==> config.mk <==
export PLATFORM = sky130hd
export DESIGN_NAME = pipe_hazard_ctrl_flat
export DESIGN_NICKNAME = d
export VERILOG_FILES = /design/src/rtl/pipe_hazard_ctrl_pkg.sv /design/src/rtl/pipe_hazard_ctrl_if.sv /design/src/rtl/pipe_hazard_ctrl_md.sv /design/src/rtl/pipe_hazard_ctrl.sv /design/src/flat_wrapper.sv
export SDC_FILE = /design/constraint.sdc
export NUM_CORES = 1
export LEC_CHECK = 0
export BUFFER_PORTS_ARGS = -buffer_cell sky130_fd_sc_hd__buf_2
export CORE_MARGIN = 5
export CORE_UTILIZATION = 41
export DETAILED_ROUTE_END_ITERATION = 6
export PLACE_DENSITY = 0.89
export REMOVE_ABC_BUFFERS = 1
export SLEW_MARGIN = 40
export SYNTH_ARGS = -nofsm -noshare
export SYNTH_HDL_FRONTEND = slang
export SYNTH_SLANG_ARGS = --single-unit
==> constraint.sdc <==
create_clock -name clk -period 3.6 [get_ports clk]
set_clock_uncertainty 0.05 [all_clocks]
set_input_delay 1.08 -clock clk [delete_from_list [all_inputs] [get_ports clk]]
set_output_delay 1.08 -clock clk [all_outputs]
set_load 0.1 [all_outputs]
==> src/rtl/pipe_hazard_ctrl_pkg.sv <==
// Shared CPU definitions for the pipeline control slice: PC source selects,
// Tuse encoding, exception vector and HI/LO unit latencies.
package cpu_defs;

    localparam logic [1:0]  TUSE_NONE   = 2'd3;
    localparam logic [31:0] EXC_HANDLER = 32'h0000_4180;
    localparam int unsigned MULT_CYCLES = 5;
    localparam int unsigned DIV_CYCLES  = 10;

    typedef enum logic [1:0] {
        PC_SEL_NPC = 2'd0,
        PC_SEL_EXC = 2'd1,
        PC_SEL_EPC = 2'd2
    } pc_sel_e;

    typedef enum logic {
        MD_IDLE,
        MD_BUSY
    } md_state_e;

endpackage

==> src/rtl/pipe_hazard_ctrl_if.sv <==
// Hazard-controller bundle: pipeline hazard/exception inputs and the
// resulting stall/flush controls. The CPU datapath is master, controller is slave.
interface pipe_hazard_ctrl_if;

    logic [4:0] id_rs;
    logic [4:0] id_rt;
    logic [1:0] id_tuse_rs;
    logic [1:0] id_tuse_rt;
    logic       id_is_md;
    logic [4:0] ex_wa;
    logic [1:0] ex_tnew;
    logic [4:0] mem_wa;
    logic [1:0] mem_tnew;
    logic       ex_md_start;
    logic       ex_md_div;
    logic       exc_req;
    logic       mem_eret;

    logic       pc_en;
    logic       ifid_en;
    logic       ifid_clr;
    logic       idex_clr;
    logic       exme_clr;
    logic       mewb_clr;
    logic [1:0] pc_sel;
    logic       md_busy;

    modport master (
        output id_rs, id_rt, id_tuse_rs, id_tuse_rt, id_is_md,
               ex_wa, ex_tnew, mem_wa, mem_tnew,
               ex_md_start, ex_md_div, exc_req, mem_eret,
        input  pc_en, ifid_en, ifid_clr, idex_clr, exme_clr, mewb_clr,
               pc_sel, md_busy
    );

    modport slave (
        input  id_rs, id_rt, id_tuse_rs, id_tuse_rt, id_is_md,
               ex_wa, ex_tnew, mem_wa, mem_tnew,
               ex_md_start, ex_md_div, exc_req, mem_eret,
        output pc_en, ifid_en, ifid_clr, idex_clr, exme_clr, mewb_clr,
               pc_sel, md_busy
    );

endinterface

==> src/rtl/pipe_hazard_ctrl_md.sv <==
// HI/LO unit busy tracker: IDLE/BUSY FSM with a countdown loaded when a
// mult/div issues from EX.
module md_busy_ctr
    import cpu_defs::*;
#(
    parameter int unsigned MULT_CYCLES = cpu_defs::MULT_CYCLES,
    parameter int unsigned DIV_CYCLES  = cpu_defs::DIV_CYCLES,
    parameter int unsigned CNT_W       = 4
) (
    input  logic clk,
    input  logic reset,
    input  logic md_go,
    input  logic md_div,
    output logic busy
);

    localparam logic [CNT_W-1:0] MULT_LOAD = CNT_W'(MULT_CYCLES - 1);
    localparam logic [CNT_W-1:0] DIV_LOAD  = CNT_W'(DIV_CYCLES - 1);

    md_state_e        state, state_next;
    logic [CNT_W-1:0] md_cnt, cnt_next;

    always_ff @(posedge clk or posedge reset) begin
        if (reset) begin
            state  <= MD_IDLE;
            md_cnt <= '0;
        end else begin
            state  <= state_next;
            md_cnt <= cnt_next;
        end
    end

    // The go cycle is busy cycle 1, so the register only needs N-1 BUSY cycles;
    // leave BUSY on the edge where the count reaches zero.
    always_comb begin
        state_next = state;
        cnt_next   = md_cnt;
        if (md_go) begin
            cnt_next   = md_div ? DIV_LOAD : MULT_LOAD;
            state_next = (cnt_next == '0) ? MD_IDLE : MD_BUSY;
        end else if (state == MD_BUSY) begin
            cnt_next = md_cnt - 1'b1;
            if (cnt_next == '0) begin
                state_next = MD_IDLE;
            end
        end
    end

    assign busy = (state == MD_BUSY) | md_go;

endmodule

==> src/rtl/pipe_hazard_ctrl.sv <==
// Central stall/flush sequencer for the five-stage pipeline: Tuse/Tnew
// register hazards, HI/LO busy interlock and CP0 exception/eret redirect.
module pipe_hazard_ctrl
    import cpu_defs::*;
#(
    parameter int unsigned MULT_CYCLES = cpu_defs::MULT_CYCLES,
    parameter int unsigned DIV_CYCLES  = cpu_defs::DIV_CYCLES,
    parameter int unsigned CNT_W       = 4
) (
    input  logic               clk,
    input  logic               reset,
    pipe_hazard_ctrl_if.slave  bus
);

    logic md_go;
    logic md_busy;
    logic hz_rs, hz_rt, hz_md, stall;
    pc_sel_e pc_sel;

    // An op whose EX cycle is being flushed never starts the unit.
    assign md_go = bus.ex_md_start & ~bus.exc_req & ~bus.mem_eret;

    md_busy_ctr #(
        .MULT_CYCLES(MULT_CYCLES),
        .DIV_CYCLES (DIV_CYCLES),
        .CNT_W      (CNT_W)
    ) u_md (
        .clk   (clk),
        .reset (reset),
        .md_go (md_go),
        .md_div(bus.ex_md_div),
        .busy  (md_busy)
    );

    assign hz_rs = (bus.id_rs != 5'd0) &&
                   (((bus.id_rs == bus.ex_wa)  && (bus.id_tuse_rs < bus.ex_tnew)) ||
                    ((bus.id_rs == bus.mem_wa) && (bus.id_tuse_rs < bus.mem_tnew)));
    assign hz_rt = (bus.id_rt != 5'd0) &&
                   (((bus.id_rt == bus.ex_wa)  && (bus.id_tuse_rt < bus.ex_tnew)) ||
                    ((bus.id_rt == bus.mem_wa) && (bus.id_tuse_rt < bus.mem_tnew)));
    assign hz_md = bus.id_is_md & md_busy;
    assign stall = hz_rs | hz_rt | hz_md;

    always_comb begin
        bus.pc_en    = 1'b1;
        bus.ifid_en  = 1'b1;
        bus.ifid_clr = 1'b0;
        bus.idex_clr = 1'b0;
        bus.exme_clr = 1'b0;
        bus.mewb_clr = 1'b0;
        pc_sel       = PC_SEL_NPC;
        if (bus.exc_req) begin
            pc_sel       = PC_SEL_EXC;
            bus.ifid_clr = 1'b1;
            bus.idex_clr = 1'b1;
            bus.exme_clr = 1'b1;
            bus.mewb_clr = 1'b1;
        end else if (bus.mem_eret) begin
            pc_sel       = PC_SEL_EPC;
            bus.ifid_clr = 1'b1;
            bus.idex_clr = 1'b1;
            bus.exme_clr = 1'b1;
        end else if (stall) begin
            bus.pc_en    = 1'b0;
            bus.ifid_en  = 1'b0;
            bus.idex_clr = 1'b1;
        end
    end

    assign bus.pc_sel  = pc_sel;
    assign bus.md_busy = md_busy;

endmodule

==> src/flat_wrapper.sv <==
// flat-port wrapper written by rule: the top's interface ports become plain ports
module pipe_hazard_ctrl_flat import cpu_defs::*;
#(
    parameter int unsigned MULT_CYCLES = cpu_defs::MULT_CYCLES,
    parameter int unsigned DIV_CYCLES  = cpu_defs::DIV_CYCLES,
    parameter int unsigned CNT_W       = 4
)
  (clk, reset, bus_id_rs, bus_id_rt, bus_id_tuse_rs, bus_id_tuse_rt, bus_id_is_md, bus_ex_wa, bus_ex_tnew, bus_mem_wa, bus_mem_tnew, bus_ex_md_start, bus_ex_md_div, bus_exc_req, bus_mem_eret, bus_pc_en, bus_ifid_en, bus_ifid_clr, bus_idex_clr, bus_exme_clr, bus_mewb_clr, bus_pc_sel, bus_md_busy);
  pipe_hazard_ctrl_if bus_i ();
  input  logic clk;
  input  logic reset;
  input wire logic [$bits(bus_i.id_rs)-1:0] bus_id_rs;
  input wire logic [$bits(bus_i.id_rt)-1:0] bus_id_rt;
  input wire logic [$bits(bus_i.id_tuse_rs)-1:0] bus_id_tuse_rs;
  input wire logic [$bits(bus_i.id_tuse_rt)-1:0] bus_id_tuse_rt;
  input wire logic [$bits(bus_i.id_is_md)-1:0] bus_id_is_md;
  input wire logic [$bits(bus_i.ex_wa)-1:0] bus_ex_wa;
  input wire logic [$bits(bus_i.ex_tnew)-1:0] bus_ex_tnew;
  input wire logic [$bits(bus_i.mem_wa)-1:0] bus_mem_wa;
  input wire logic [$bits(bus_i.mem_tnew)-1:0] bus_mem_tnew;
  input wire logic [$bits(bus_i.ex_md_start)-1:0] bus_ex_md_start;
  input wire logic [$bits(bus_i.ex_md_div)-1:0] bus_ex_md_div;
  input wire logic [$bits(bus_i.exc_req)-1:0] bus_exc_req;
  input wire logic [$bits(bus_i.mem_eret)-1:0] bus_mem_eret;
  output wire logic [$bits(bus_i.pc_en)-1:0] bus_pc_en;
  output wire logic [$bits(bus_i.ifid_en)-1:0] bus_ifid_en;
  output wire logic [$bits(bus_i.ifid_clr)-1:0] bus_ifid_clr;
  output wire logic [$bits(bus_i.idex_clr)-1:0] bus_idex_clr;
  output wire logic [$bits(bus_i.exme_clr)-1:0] bus_exme_clr;
  output wire logic [$bits(bus_i.mewb_clr)-1:0] bus_mewb_clr;
  output wire logic [$bits(bus_i.pc_sel)-1:0] bus_pc_sel;
  output wire logic [$bits(bus_i.md_busy)-1:0] bus_md_busy;
  assign bus_i.id_rs = bus_id_rs;
  assign bus_i.id_rt = bus_id_rt;
  assign bus_i.id_tuse_rs = bus_id_tuse_rs;
  assign bus_i.id_tuse_rt = bus_id_tuse_rt;
  assign bus_i.id_is_md = bus_id_is_md;
  assign bus_i.ex_wa = bus_ex_wa;
  assign bus_i.ex_tnew = bus_ex_tnew;
  assign bus_i.mem_wa = bus_mem_wa;
  assign bus_i.mem_tnew = bus_mem_tnew;
  assign bus_i.ex_md_start = bus_ex_md_start;
  assign bus_i.ex_md_div = bus_ex_md_div;
  assign bus_i.exc_req = bus_exc_req;
  assign bus_i.mem_eret = bus_mem_eret;
  assign bus_pc_en = bus_i.pc_en;
  assign bus_ifid_en = bus_i.ifid_en;
  assign bus_ifid_clr = bus_i.ifid_clr;
  assign bus_idex_clr = bus_i.idex_clr;
  assign bus_exme_clr = bus_i.exme_clr;
  assign bus_mewb_clr = bus_i.mewb_clr;
  assign bus_pc_sel = bus_i.pc_sel;
  assign bus_md_busy = bus_i.md_busy;
  pipe_hazard_ctrl #(.MULT_CYCLES(MULT_CYCLES), .DIV_CYCLES(DIV_CYCLES), .CNT_W(CNT_W)) u_core (.clk(clk), .reset(reset), .bus(bus_i));
endmodule
==> summary.md, run 1 <==
| Metric | Value |
|---|---|
| Max-slew headroom | `67.5%` |
| Delay of the slowest cell on the worst path | `0.54 ns` |
| Setup repair bufs after CTS | `0` |
| Number of maximum-capacitance violations | `0` |
| Maximum resistive drop on vdd | `250 uV` |
| Crit share post-route | `102%` |
| Most area-consuming cells after synthesis | `sky130_fd_sc_hd__dfrtp_1 (18%), sky130_fd_sc_hd__xor2_1 (18%), sky130_fd_sc_hd__xnor2_1 (14%)` |
| Die X | `50.8 um` |
| Clock sinks | `5` |
| Sequential fraction of the synthesis area | `18.3%` |
| Violated checks | `setup timing` |
| CTS tree | `yes` |
| Cell with the most instances after synthesis | `sky130_fd_sc_hd__xor2_1` |
| Diodes inserted | `0` |
| Worst hold path class | `reg -> reg` |
| # fillers | `124` |
| I/O pin cnt | `44` |
| Status | `complete, but fails checks` |
| Number of levels in the clock H-tree | `1` |
| Number of hold violations in the final report | `0` |
| Main flop type after synthesis | `sky130_fd_sc_hd__dfrtp_1` |
| Critical path start-end classification | `in -> out` |
| Largest net degree at the start of global routing | `8` |
| Most frequent cell on the critical path | `sky130_fd_sc_hd__or4_4` |
| DR DRC count | `0` |
| Total via count after detailed routing | `811` |
| Inserted Clock Buffers | `3` |
| Static power due to leakage | `0.552 nW` |
| DRT antenna net count | `0` |
| Count of cells along the worst hold path | `2` |
| Ratio of total power to cell area | `446 nW/um2` |
| Area used by multi-input combinational logic | `548 um2` |
| Area Growth Syn to Fin | `64.6%` |
| Starting Density | `44.2%` |
| Count of warnings emitted by yosys | `0` |
| Share of layout cells above drive strength 1 | `47.8%` |
| Overall fraction of global-route tracks in use | `17.8%` |
| Worst Slack Setup Final | `-0.0803 ns` |
| Worst slack, placed | `-0.193 ns` |
| Count of buffers from port buffering | `43` |
| Post-synthesis area per instance | `8.02 um2` |
| Transition time at the pin with the least slew margin | `0.491 ns` |
| Req. time, crit path | `2.47 ns` |
| Placeable Area | `1540 um2` |
| Height of the die | `50.8 um` |
| Post-detail-place hpwl | `1.83 mm` |
| Placer Congestion | `0.862` |
| Total of flip-flops plus latches after synthesis | `5` |
| Area enclosed by the die boundary | `2580 um2` |
| Residual overflow from global routing | `0` |
| Slowest-stage cell, CP | `sky130_fd_sc_hd__or4_4` |
| Synth cell types | `20` |
| Worst R2R Path Depth | `6` |
| Number of global-route vias before repair | `926` |
| Final setup viols | `3` |
| Root buffer cell | `sky130_fd_sc_hd__clkbuf_4` |
| Data arrival time of the worst path | `2.55 ns` |
| DR iter-0 viols | `7` |
| Net total in the final layout | `180` |
| Detailed-route wire length per cell | `15.2 um` |
| Fmax | `272 MHz` |
| Gate count of the mapped netlist | `85` |
| Area taken by flip-flops and latches | `125 um2` |
| Synthesized cell area | `682 um2` |
| Count of flip-flops with a built-in enable after synthesis | `0` |
| Async S/R FF share, synth | `100%` |
| Wire length of the first global-routing pass | `3.48 mm` |
| Startpoint kind of the worst setup timing path | `primary input` |
| Worst setup EP type | `primary output` |
| # placed instances | `150` |
| Library cell occupying the most area in the post-synthesis netlist | `sky130_fd_sc_hd__dfrtp_1` |
| Setup repair after global routing missed its margin | `true` |
| Clock-pin slew on the worst setup and hold paths | `0.05 ns` |
| Longest Clk Path Bufs | `2` |
| Number of max-slew violations in the final report | `0` |
| Critical path cell sequence | `buf_6 -> or4_4 -> nor2_4 -> a21oi_2 -> or4_4 -> buf_12` |
| Antenna violations before repair | `0` |
| Worst-skew pair later-pin latency | `0.25 ns` |
| Final critical-path required period | `3.68 ns` |
| Placement Rows | `14` |
| Number of detailed-route iterations in the first pass | `4` |
| Commonest cells post-synth | `sky130_fd_sc_hd__xor2_1 (14), sky130_fd_sc_hd__xnor2_1 (11), sky130_fd_sc_hd__inv_1 (8)` |
| Critical path fanouts, max | `2` |
| Final wirelength | `2.34 mm` |
| Final standard cell count with taps included and fillers excluded | `154` |
| Post-synth top area share | `18.3%` |
| Drt via density | `5.27` |
[worst paths after layout]
path                                       startpoint                    end  slack (ns)
worst max-delay path                     bus_id_rs[0]           bus_idex_clr       -0.08
worst min-delay path            u_core.u_md.md_cnt[1]  u_core.u_md.md_cnt[1]        0.56
worst max register to register  u_core.u_md.md_cnt[0]      u_core.u_md.state        2.34
worst min register to register  u_core.u_md.md_cnt[1]  u_core.u_md.md_cnt[1]        0.56
max in group asynchronous                       reset  u_core.u_md.md_cnt[0]        2.64
min in group asynchronous                       reset  u_core.u_md.md_cnt[1]        0.68
[kinds of logic after synthesis]
| group | after synthesis | share of synthesized area (%) |
|---|---|---|
| buffers and inverters | 12 | 8.81 |
| XOR/XNOR | 25 | 32.1 |
| flip-flops | 5 | 18.3 |
| adder cells (fa/ha/maj) | 6 | 11.0 |
| AND/OR/NAND/NOR | 25 | 19.6 |
| AO/OA/AOI/OAI | 12 | 10.1 |
[flip-flops by register name (all words and copies together) (netlist names)]
name,flops
u_core.u_md.state,1
u_core.u_md.md_cnt,4
[report_power, final]
| group | switching [mW] | internal (mW) | leakage (nW) | total, mW |
|---|---|---|---|---|
| Sequential | 0.0320 | 0.0858 | 0.0569 | 0.118 |
| Combinational | 0.176 | 0.140 | 0.480 | 0.316 |
| Clock | 0.0244 | 0.0420 | 0.0150 | 0.0664 |
[placed cells by master, fill, tap and decap left out]
cell type,netlist,routed
sky130_fd_sc_hd__nor4_1,4,1
sky130_fd_sc_hd__nor2_4,0,1
sky130_fd_sc_hd__ha_1,6,5
sky130_fd_sc_hd__nor4_2,0,3
sky130_fd_sc_hd__a21oi_2,0,2
sky130_fd_sc_hd__or4_1,3,1
sky130_fd_sc_hd__xor2_1,14,13
sky130_fd_sc_hd__nand4_1,4,4
sky130_fd_sc_hd__o31ai_1,1,1
sky130_fd_sc_hd__xor2_2,0,1
sky130_fd_sc_hd__a21o_1,1,1
sky130_fd_sc_hd__nor2_1,5,4
sky130_fd_sc_hd__dfrtp_1,5,5
sky130_fd_sc_hd__and2_1,1,1
sky130_fd_sc_hd__xnor2_1,11,11
sky130_fd_sc_hd__buf_2,0,36
sky130_fd_sc_hd__buf_12,0,4
sky130_fd_sc_hd__inv_1,8,8
sky130_fd_sc_hd__nand2_1,5,5
sky130_fd_sc_hd__nor2b_1,1,1
sky130_fd_sc_hd__buf_4,4,9
sky130_fd_sc_hd__a21oi_1,4,2
sky130_fd_sc_hd__clkbuf_4,0,3
sky130_fd_sc_hd__or4_4,0,2
sky130_fd_sc_hd__nor3_1,1,1
sky130_fd_sc_hd__o21ai_0,5,5
sky130_fd_sc_hd__nand2b_1,1,1
sky130_fd_sc_hd__ha_2,0,1
sky130_fd_sc_hd__a221oi_1,1,1
sky130_fd_sc_hd__buf_6,0,4
sky130_fd_sc_hd__clkbuf_1,0,1
[metrics by stage]
| stage | area (um2) | total power [mW] | utilization (%) | hold slack [ns] | setup TNS, ns |
|---|---|---|---|---|---|
| finish | 1120 | 0.500 | 72.8 | 0.561 | -0.162 |
| global route | 1120 | 0.543 | 72.8 | 0.590 | -0.267 |
| CTS | 1070 | 0.496 | 69.3 | 0.558 | -0.0914 |
| detailed placement | 1010 | 0.421 | 65.3 | 0.550 | -0.302 |
| global placement | 1010 | 0.406 | 65.3 | 0.533 | -0.248 |
| floorplan | 652 | 0.311 | - | 0.499 | -9.09 |
[cell type report]
| cell class | instances | share of cell area, % |
|---|---|---|
| clock buffer | 4 | 2.34 |
| inverter | 8 | 2.68 |
| multi-input combinational | 68 | 48.8 |
| sequential | 5 | 11.1 |
| tap | 16 | 1.78 |
| timing repair buffer | 53 | 33.2 |
[worst max-delay path, delay by kind of cell]
family	cells	cell delay [ns]
AOI/OAI and AO/OA	1	0.05
buffers and inverters	2	0.27
and+or+nand+nor	3	1.15
[timing repair]
| item | 4_1_cts | 5_1_grt |
|---|---|---|
| endpoints found under the hold margin | 0 | 0 |
| hold buffers | 0 | 0 |
| setup endpoints to repair | 3 | 3 |
| pin swaps | 1 | 5 |
| gates resized for setup | 8 | 11 |
| cloned | 0 | 0 |
[per-layer routing]
| metal | track usage, % | wire length (um) | vias to the layer above |
|---|---|---|---|
| met5 | 0 | 0 | - |
| met2 | 32.4 | 1350 | 43 |
| met1 | 16.2 | 743 | 361 |
| li1 | - | - | 395 |
| met4 | 13.6 | 88 | 0 |
| met3 | 5.03 | 153 | 12 |
Power figures use the tool's default switching activity.
==> run 2, diff against run 1 <==
Settings changed: CORE_ASPECT_RATIO from default to 1.2.
==> run 2 against run 1 <==
The flow still finishes with violations (setup timing). Via count decreased by 1.1%. Flip-flop and latch count stayed put. Combinational power is essentially flat. Routed wire length is 7.3% lower. Global-route usage grew 0.79 points. Critical endpoint unchanged. Critical path type unchanged. Largest cell class unchanged. Non-clock buffer count is 1 lower. Final cell count up 0.65%. Critical path depth did not move.
==> summary.md, run 2 (synthesis gave the netlist of run 1 again) <==
| Metric | Value |
|---|---|
| Flip-flop count of the largest register after layout | `4 (unchanged)` |
| I/O pin cnt | `44 (unchanged)` |
| Die X | `47.2 um (was 50.8 um)` |
| Number of maximum-capacitance violations | `0 (unchanged)` |
| Max-slew headroom | `67.6% (was 67.5%)` |
| Detailed-route wire length per cell | `14.0 um (was 15.2 um)` |
| Worst setup EP type | `primary output (unchanged)` |
| Area used by multi-input combinational logic | `571 um2 (was 548 um2)` |
| Final wirelength | `2.17 mm (was 2.34 mm)` |
| Worst Slack Setup Final | `-0.0867 ns (was -0.0803 ns)` |
| Startpoint kind of the worst setup timing path | `primary input (unchanged)` |
| Antenna violations before repair | `0 (unchanged)` |
| Req. time, crit path | `2.47 ns (about the same)` |
| Height of the die | `54.7 um (was 50.8 um)` |
| Clock-pin slew on the worst setup and hold paths | `0.04 ns (was 0.05 ns)` |
| Register bank with the most flops | `u_core.u_md.md_cnt (unchanged)` |
| Number of hold violations in the final report | `0 (unchanged)` |
| Final critical-path required period | `3.69 ns (was 3.68 ns)` |
| Largest net degree at the start of global routing | `8 (unchanged)` |
| Final setup viols | `1 (was 3)` |
| Registers with the most flip-flops | `u_core.u_md.md_cnt: 4 flops, u_core.u_md.state: 1 flops (unchanged)` |
| Longest Clk Path Bufs | `2 (unchanged)` |
| Total negative slack | `-0.0867 ns (was -0.162 ns)` |
| Number of levels in the clock H-tree | `1 (unchanged)` |
| Area taken by flip-flops and latches | `125 um2 (unchanged)` |
| Share of layout cells above drive strength 1 | `49.6% (was 47.8%)` |
| Data arrival time of the worst path | `2.56 ns (was 2.55 ns)` |
| # fillers | `121 (was 124)` |
| Status | `complete, but fails checks (unchanged)` |
| Critical path fanouts, max | `2 (unchanged)` |
| Crit share post-route | `102% (about the same)` |
| Worst-skew pair later-pin latency | `0.24 ns (was 0.25 ns)` |
| Total power draw | `0.500 mW (about the same)` |
| Number of global-route vias before repair | `870 (was 926)` |
| DR iter-0 viols | `5 (was 7)` |
| Area Growth Syn to Fin | `66.2% (was 64.6%)` |
| Minimum hold slack | `0.565 ns (was 0.561 ns)` |
| Static power due to leakage | `0.547 nW (was 0.552 nW)` |
| Placer Congestion | `0.838 (was 0.862)` |
| Number of detailed-route iterations in the first pass | `4 (unchanged)` |
| Ratio of total power to cell area | `441 nW/um2 (was 446 nW/um2)` |
| Drt via density | `5.17 (was 5.27)` |
| Overall fraction of global-route tracks in use | `18.6% (was 17.8%)` |
| Residual overflow from global routing | `0 (unchanged)` |
| Number of max-slew violations in the final report | `0 (unchanged)` |
| Inserted Clock Buffers | `3 (unchanged)` |
| Critical path start-end classification | `in -> out (unchanged)` |
| Post-detail-place hpwl | `1.83 mm (about the same)` |
| Clock sinks | `5 (unchanged)` |
| Worst slack, placed | `-0.215 ns (was -0.193 ns)` |
| DR DRC count | `0 (unchanged)` |
| DRT antenna net count | `0 (unchanged)` |
| Transition time at the pin with the least slew margin | `0.490 ns (was 0.491 ns)` |
| Fmax | `271 MHz (was 272 MHz)` |
| Wire length of the first global-routing pass | `3.36 mm (was 3.48 mm)` |
| Diodes inserted | `0 (unchanged)` |
| Starting Density | `42.6% (was 44.2%)` |
| Placement Rows | `16 (was 14)` |
| Setup repair bufs after CTS | `0 (unchanged)` |
| Maximum resistive drop on vdd | `199 uV (was 250 uV)` |
| Area enclosed by the die boundary | `2580 um2 (about the same)` |
| Hold buffer count at CTS | `0 (unchanged)` |
| Worst hold path class | `reg -> reg (unchanged)` |
| Setup repair after global routing missed its margin | `true (unchanged)` |
| Violated checks | `setup timing (unchanged)` |
| Most used cells in the layout excluding fill and tap cells | `sky130_fd_sc_hd__buf_2 (37), sky130_fd_sc_hd__xor2_1 (13), sky130_fd_sc_hd__xnor2_1 (11), sky130_fd_sc_hd__inv_1 (8), sky130_fd_sc_hd__buf_4 (8) (was sky130_fd_sc_hd__buf_2 (36), sky130_fd_sc_hd__xor2_1 (13), sky130_fd_sc_hd__xnor2_1 (11), sky130_fd_sc_hd__buf_4 (9), sky130_fd_sc_hd__inv_1 (8))` |
| Placeable Area | `1600 um2 (was 1540 um2)` |
| Count of buffers from port buffering | `43 (unchanged)` |
| CTS tree | `yes (unchanged)` |
| Total via count after detailed routing | `802 (was 811)` |
| Net total in the final layout | `179 (was 180)` |
| Root buffer cell | `sky130_fd_sc_hd__clkbuf_4 (unchanged)` |
| Commonest non-fill, non-tap cell in the layout | `sky130_fd_sc_hd__buf_2 (unchanged)` |
[run 2: routing by layer]
metal | vias up | part of all wire (%) | routed length [um] | track usage [%]
met1 | 362 | 33 | 725 | 18.0
met5 | - | 0 | 0 | 0
li1 | 395 | - | - | -
met3 | 8 | 6.5 | 142 | 2.30
met4 | 0 | 3.4 | 74 | 10.6
met2 | 37 | 57 | 1230 | 35.9
[run 2: layout make-up]
class	count	share of cell area, %
clock buffers	4	2.32
well taps	18	1.99
inverters	8	2.65
repair buffers	52	31.7
flip-flops and latches	5	11.0
multi-input cells	68	50.3
[run 2: worst paths after layout]
| check | end | from | slack (ns) | depth (start not counted) |
|---|---|---|---|---|
| worst min register to register | u_core.u_md.md_cnt[3] | u_core.u_md.md_cnt[3] | 0.56 | 2 |
| worst max-delay path | bus_idex_clr | bus_id_rs[0] | -0.09 | 6 |
| worst max register to register | u_core.u_md.state | u_core.u_md.md_cnt[0] | 2.29 | 6 |
| worst min-delay path | u_core.u_md.md_cnt[3] | u_core.u_md.md_cnt[3] | 0.56 | 2 |
| max in group asynchronous | u_core.u_md.md_cnt[2] | reset | 2.65 | 2 |
| min in group asynchronous | u_core.u_md.md_cnt[0] | reset | 0.68 | 2 |
[run 2: stage by stage]
step	instance area [um2]	cells	utilization, %
after floorplan	652	81	-
after global placement	1000	151	62.6
after detailed placement	1000	151	62.6
after CTS	1090	155	67.8
after global routing	1130	155	70.8
final	1130	155	70.8
[run 2: what timing repair did]
action	4_1_cts	5_1_grt
gates resized for setup	13	10
endpoints found under the setup margin	3	3
pin swaps	4	6
[run 2: where the power goes]
| group | switching (mW) | internal [mW] |
|---|---|---|
| clock | 0.0219 | 0.0418 |
| combinational | 0.178 | 0.140 |
| sequential | 0.0327 | 0.0859 |
[run 2: worst max-delay path, stage by stage]
cell and delay (ns):
sky130_fd_sc_hd__buf_6 0.09, sky130_fd_sc_hd__or4_4 0.54, sky130_fd_sc_hd__nor2_4 0.10, sky130_fd_sc_hd__a21oi_2 0.05
sky130_fd_sc_hd__or4_4 0.50, sky130_fd_sc_hd__buf_12 0.18
==> run 3, diff against run 2 <==
Settings changed: CORE_UTILIZATION 41 to 32, PLACE_DENSITY 0.89 to 0.74.
==> run 3 against run 2 <==
The flow still finishes with violations (setup timing). Fmax shrank 0.62%. Worst setup slack got worse by 0.023 ns. Via count rose by 1.2%. Flip-flop and latch count unchanged. Sequential share of layout area shrank 0.061 points. Critical endpoint unchanged. Non-clock buffer count increased by 4. First-iteration DRC count is 60% higher. Global-route usage fell by 3.8 points. Final cell count is 10% higher. Register-to-register slack improved by 0.04 ns. Largest power group unchanged.
==> summary.md, run 3 (synthesis gave the netlist of run 1 again) <==
| Metric | Value |
|---|---|
| Antenna violations before repair | `0 (unchanged)` |
| Ratio of total power to cell area | `442 nW/um2 (was 441 nW/um2)` |
| Total negative slack | `-0.306 ns (was -0.0867 ns)` |
| Detailed-route wire length per cell | `12.7 um (was 14.0 um)` |
| Area Growth Syn to Fin | `67.2% (was 66.2%)` |
| Largest net degree at the start of global routing | `8 (unchanged)` |
| Die X | `52.1 um (was 47.2 um)` |
| Worst Slack Setup Final | `-0.110 ns (was -0.0867 ns)` |
| Crit share post-route | `103% (was 102%)` |
| Number of maximum-capacitance violations | `0 (unchanged)` |
| Height of the die | `60.6 um (was 54.7 um)` |
| Share of total power in sequential cells | `23.4% (was 23.7%)` |
| Number of detailed-route iterations in the first pass | `4 (unchanged)` |
| R2R Setup Slk | `2.33 ns (was 2.29 ns)` |
| Minimum hold slack | `0.575 ns (was 0.565 ns)` |
| I/O pin cnt | `44 (unchanged)` |
| Transition time at the pin with the least slew margin | `0.493 ns (was 0.490 ns)` |
| Critical path fanouts, max | `2 (unchanged)` |
| Diodes inserted | `0 (unchanged)` |
| DR DRC count | `0 (unchanged)` |
| Share of layout cells above drive strength 1 | `48.2% (was 49.6%)` |
| Longest Clk Path Bufs | `2 (unchanged)` |
| Internal power component | `0.272 mW (was 0.268 mW)` |
| Finished Core Util | `55.6% (was 70.8%)` |
| Wire length of the first global-routing pass | `3.45 mm (was 3.36 mm)` |
| Final critical-path required period | `3.71 ns (was 3.69 ns)` |
| Total power draw | `0.504 mW (was 0.500 mW)` |
| Req. time, crit path | `2.47 ns (about the same)` |
| Max-slew headroom | `67.3% (was 67.6%)` |
| Final wirelength | `2.17 mm (about the same)` |
| Static power due to leakage | `0.559 nW (was 0.547 nW)` |
| Hold buffer count at CTS | `0 (unchanged)` |
| FF-to-FF End | `u_core.u_md.state (unchanged)` |
| Startpoint of the worst hold path | `u_core.u_md.md_cnt[3] (unchanged)` |
| Total via count after detailed routing | `812 (was 802)` |
| Register bank with the most flops | `u_core.u_md.md_cnt (unchanged)` |
| Clock sinks | `5 (unchanged)` |
| CTS tree | `yes (unchanged)` |
| Number of hold violations in the final report | `0 (unchanged)` |
| Hold Crit Endpoint | `u_core.u_md.md_cnt[3] (unchanged)` |
| Residual overflow from global routing | `0 (unchanged)` |
| Registers with the most flip-flops | `u_core.u_md.md_cnt: 4 flops, u_core.u_md.state: 1 flops (unchanged)` |
| Flip-flop count of the largest register after layout | `4 (unchanged)` |
| Setup repair after global routing missed its margin | `true (unchanged)` |
| Number of levels in the clock H-tree | `1 (unchanged)` |
| Placeable Area | `2050 um2 (was 1600 um2)` |
| Data arrival time of the worst path | `2.58 ns (was 2.56 ns)` |
| Fraction of power spent switching nets | `46.0% (was 46.4%)` |
| Maximum resistive drop on vdd | `212 uV (was 199 uV)` |
| Count of cells along the worst hold path | `2 (unchanged)` |
| DRT antenna net count | `0 (unchanged)` |
| Logic pwr share | `63.9% (was 63.6%)` |
| Violated checks | `setup timing (unchanged)` |
| Launch instance of the worst register-to-register path | `u_core.u_md.md_cnt[0] (unchanged)` |
| Clock-pin slew on the worst setup and hold paths | `0.04 ns (about the same)` |
| Worst R2R Path Depth | `6 (unchanged)` |
| Overall fraction of global-route tracks in use | `14.8% (was 18.6%)` |
| Starting Density | `33.3% (was 42.6%)` |
| Post-detail-place hpwl | `1.94 mm (was 1.83 mm)` |
| Startpoint kind of the worst setup timing path | `primary input (unchanged)` |
| Drt via density | `4.75 (was 5.17)` |
| Root buffer cell | `sky130_fd_sc_hd__clkbuf_4 (unchanged)` |
| Clock power frac | `12.7% (about the same)` |
| Placer Congestion | `0.897 (was 0.838)` |
| # fillers | `185 (was 121)` |
| DR iter-0 viols | `8 (was 5)` |
| NetSw | `0.232 mW (about the same)` |
| Commonest non-fill, non-tap cell in the layout | `sky130_fd_sc_hd__buf_2 (unchanged)` |
| Status | `complete, but fails checks (unchanged)` |
| Design area | `1140 um2 (was 1130 um2)` |
| Worst setup EP type | `primary output (unchanged)` |
| Cell area after placement | `1050 um2 (was 1000 um2)` |
| Most used cells in the layout excluding fill and tap cells | `sky130_fd_sc_hd__buf_2 (38), sky130_fd_sc_hd__xor2_1 (14), sky130_fd_sc_hd__buf_4 (13), sky130_fd_sc_hd__xnor2_1 (11), sky130_fd_sc_hd__inv_1 (8) (was sky130_fd_sc_hd__buf_2 (37), sky130_fd_sc_hd__xor2_1 (13), sky130_fd_sc_hd__xnor2_1 (11), sky130_fd_sc_hd__inv_1 (8), sky130_fd_sc_hd__buf_4 (8))` |
| Net total in the final layout | `183 (was 179)` |
| Number of max-slew violations in the final report | `0 (unchanged)` |
| Worst hold path class | `reg -> reg (unchanged)` |
| Final setup viols | `3 (was 1)` |
| Number of global-route vias before repair | `866 (was 870)` |
| Count of buffers from port buffering | `43 (unchanged)` |
| Placement Rows | `18 (was 16)` |
| Critical path start-end classification | `in -> out (unchanged)` |
| Fmax | `270 MHz (was 271 MHz)` |
| Area enclosed by the die boundary | `3160 um2 (was 2580 um2)` |
| Worst-skew pair later-pin latency | `0.24 ns (about the same)` |
| Setup repair bufs after CTS | `0 (unchanged)` |
| Inserted Clock Buffers | `3 (unchanged)` |
-- run 3: changes by cell type in the layout (fill, tap and decap cells not counted), sizes merged --
| cell | change |
|---|---|
| buf | +4 |
-- run 3: metal layers --
metal | up-vias | wire [um] | GRT usage, %
li1 | 400 | - | -
met1 | 369 | 678 | 13.5
met2 | 35 | 1260 | 28.7
met3 | 8 | 152 | 2.95
met4 | 0 | 83 | 10.6
met5 | - | 0 | 0
-- run 3: per-stage QoR --
| step | setup WS [ns] | instances |
|---|---|---|
| final | -0.110 | 171 |
| after global routing | -0.160 | 171 |
| after CTS | -0.130 | 171 |
| after detailed placement | -0.298 | 167 |
| after global placement | -0.198 | 167 |
| after floorplan | -4.17 | 81 |
-- run 3: how the worst max path moves through the flow --
| stage | slack, ns | startpoint | depth (start not counted) | to |
|---|---|---|---|---|
| after floorplan | -4.17 | bus_mem_eret | 5 | bus_ifid_en |
| after global placement | -0.20 | bus_id_rt[0] | 8 | bus_idex_clr |
| after detailed placement | -0.30 | bus_id_rt[0] | 8 | bus_idex_clr |
| after CTS | -0.13 | bus_id_rs[0] | 8 | bus_pc_en |
| after global routing | -0.16 | bus_ex_tnew[1] | 9 | bus_pc_en |
| final | -0.11 | bus_id_rt[0] | 6 | bus_idex_clr |
-- run 3: layout make-up --
class                   count  area (um2)  area share, %
flip-flops and latches      5         125           11.0
multi-input cells          68         542           47.5
repair buffers             56         379           33.3
inverters                   8        30.0           2.63
clock buffers               4        26.3           2.31
well taps                  30        37.5           3.29
-- run 3: worst max-delay path, stage by stage --
cell and delay (ns):
sky130_fd_sc_hd__buf_6 0.09, sky130_fd_sc_hd__or4_4 0.54, sky130_fd_sc_hd__nor2_4 0.12, sky130_fd_sc_hd__a21oi_2 0.04
sky130_fd_sc_hd__or4_4 0.52, sky130_fd_sc_hd__buf_12 0.18
-- run 3: repair_timing --
action,CTS,global route
resized for setup,6,10
pin swaps,0,2
endpoints found under the hold margin,0,0
endpoints found under the setup margin,3,3
-- run 3: power groups by stage --
stage,combinational [mW],sequential (mW),clock [mW]
6_report,0.322,0.118,0.0643
5_1_grt,0.350,0.123,0.0737
4_1_cts,0.321,0.119,0.0683
3_5_place_dp,0.313,0.120,0
3_3_place_gp,0.299,0.117,0
2_1_floorplan,0.200,0.111,0
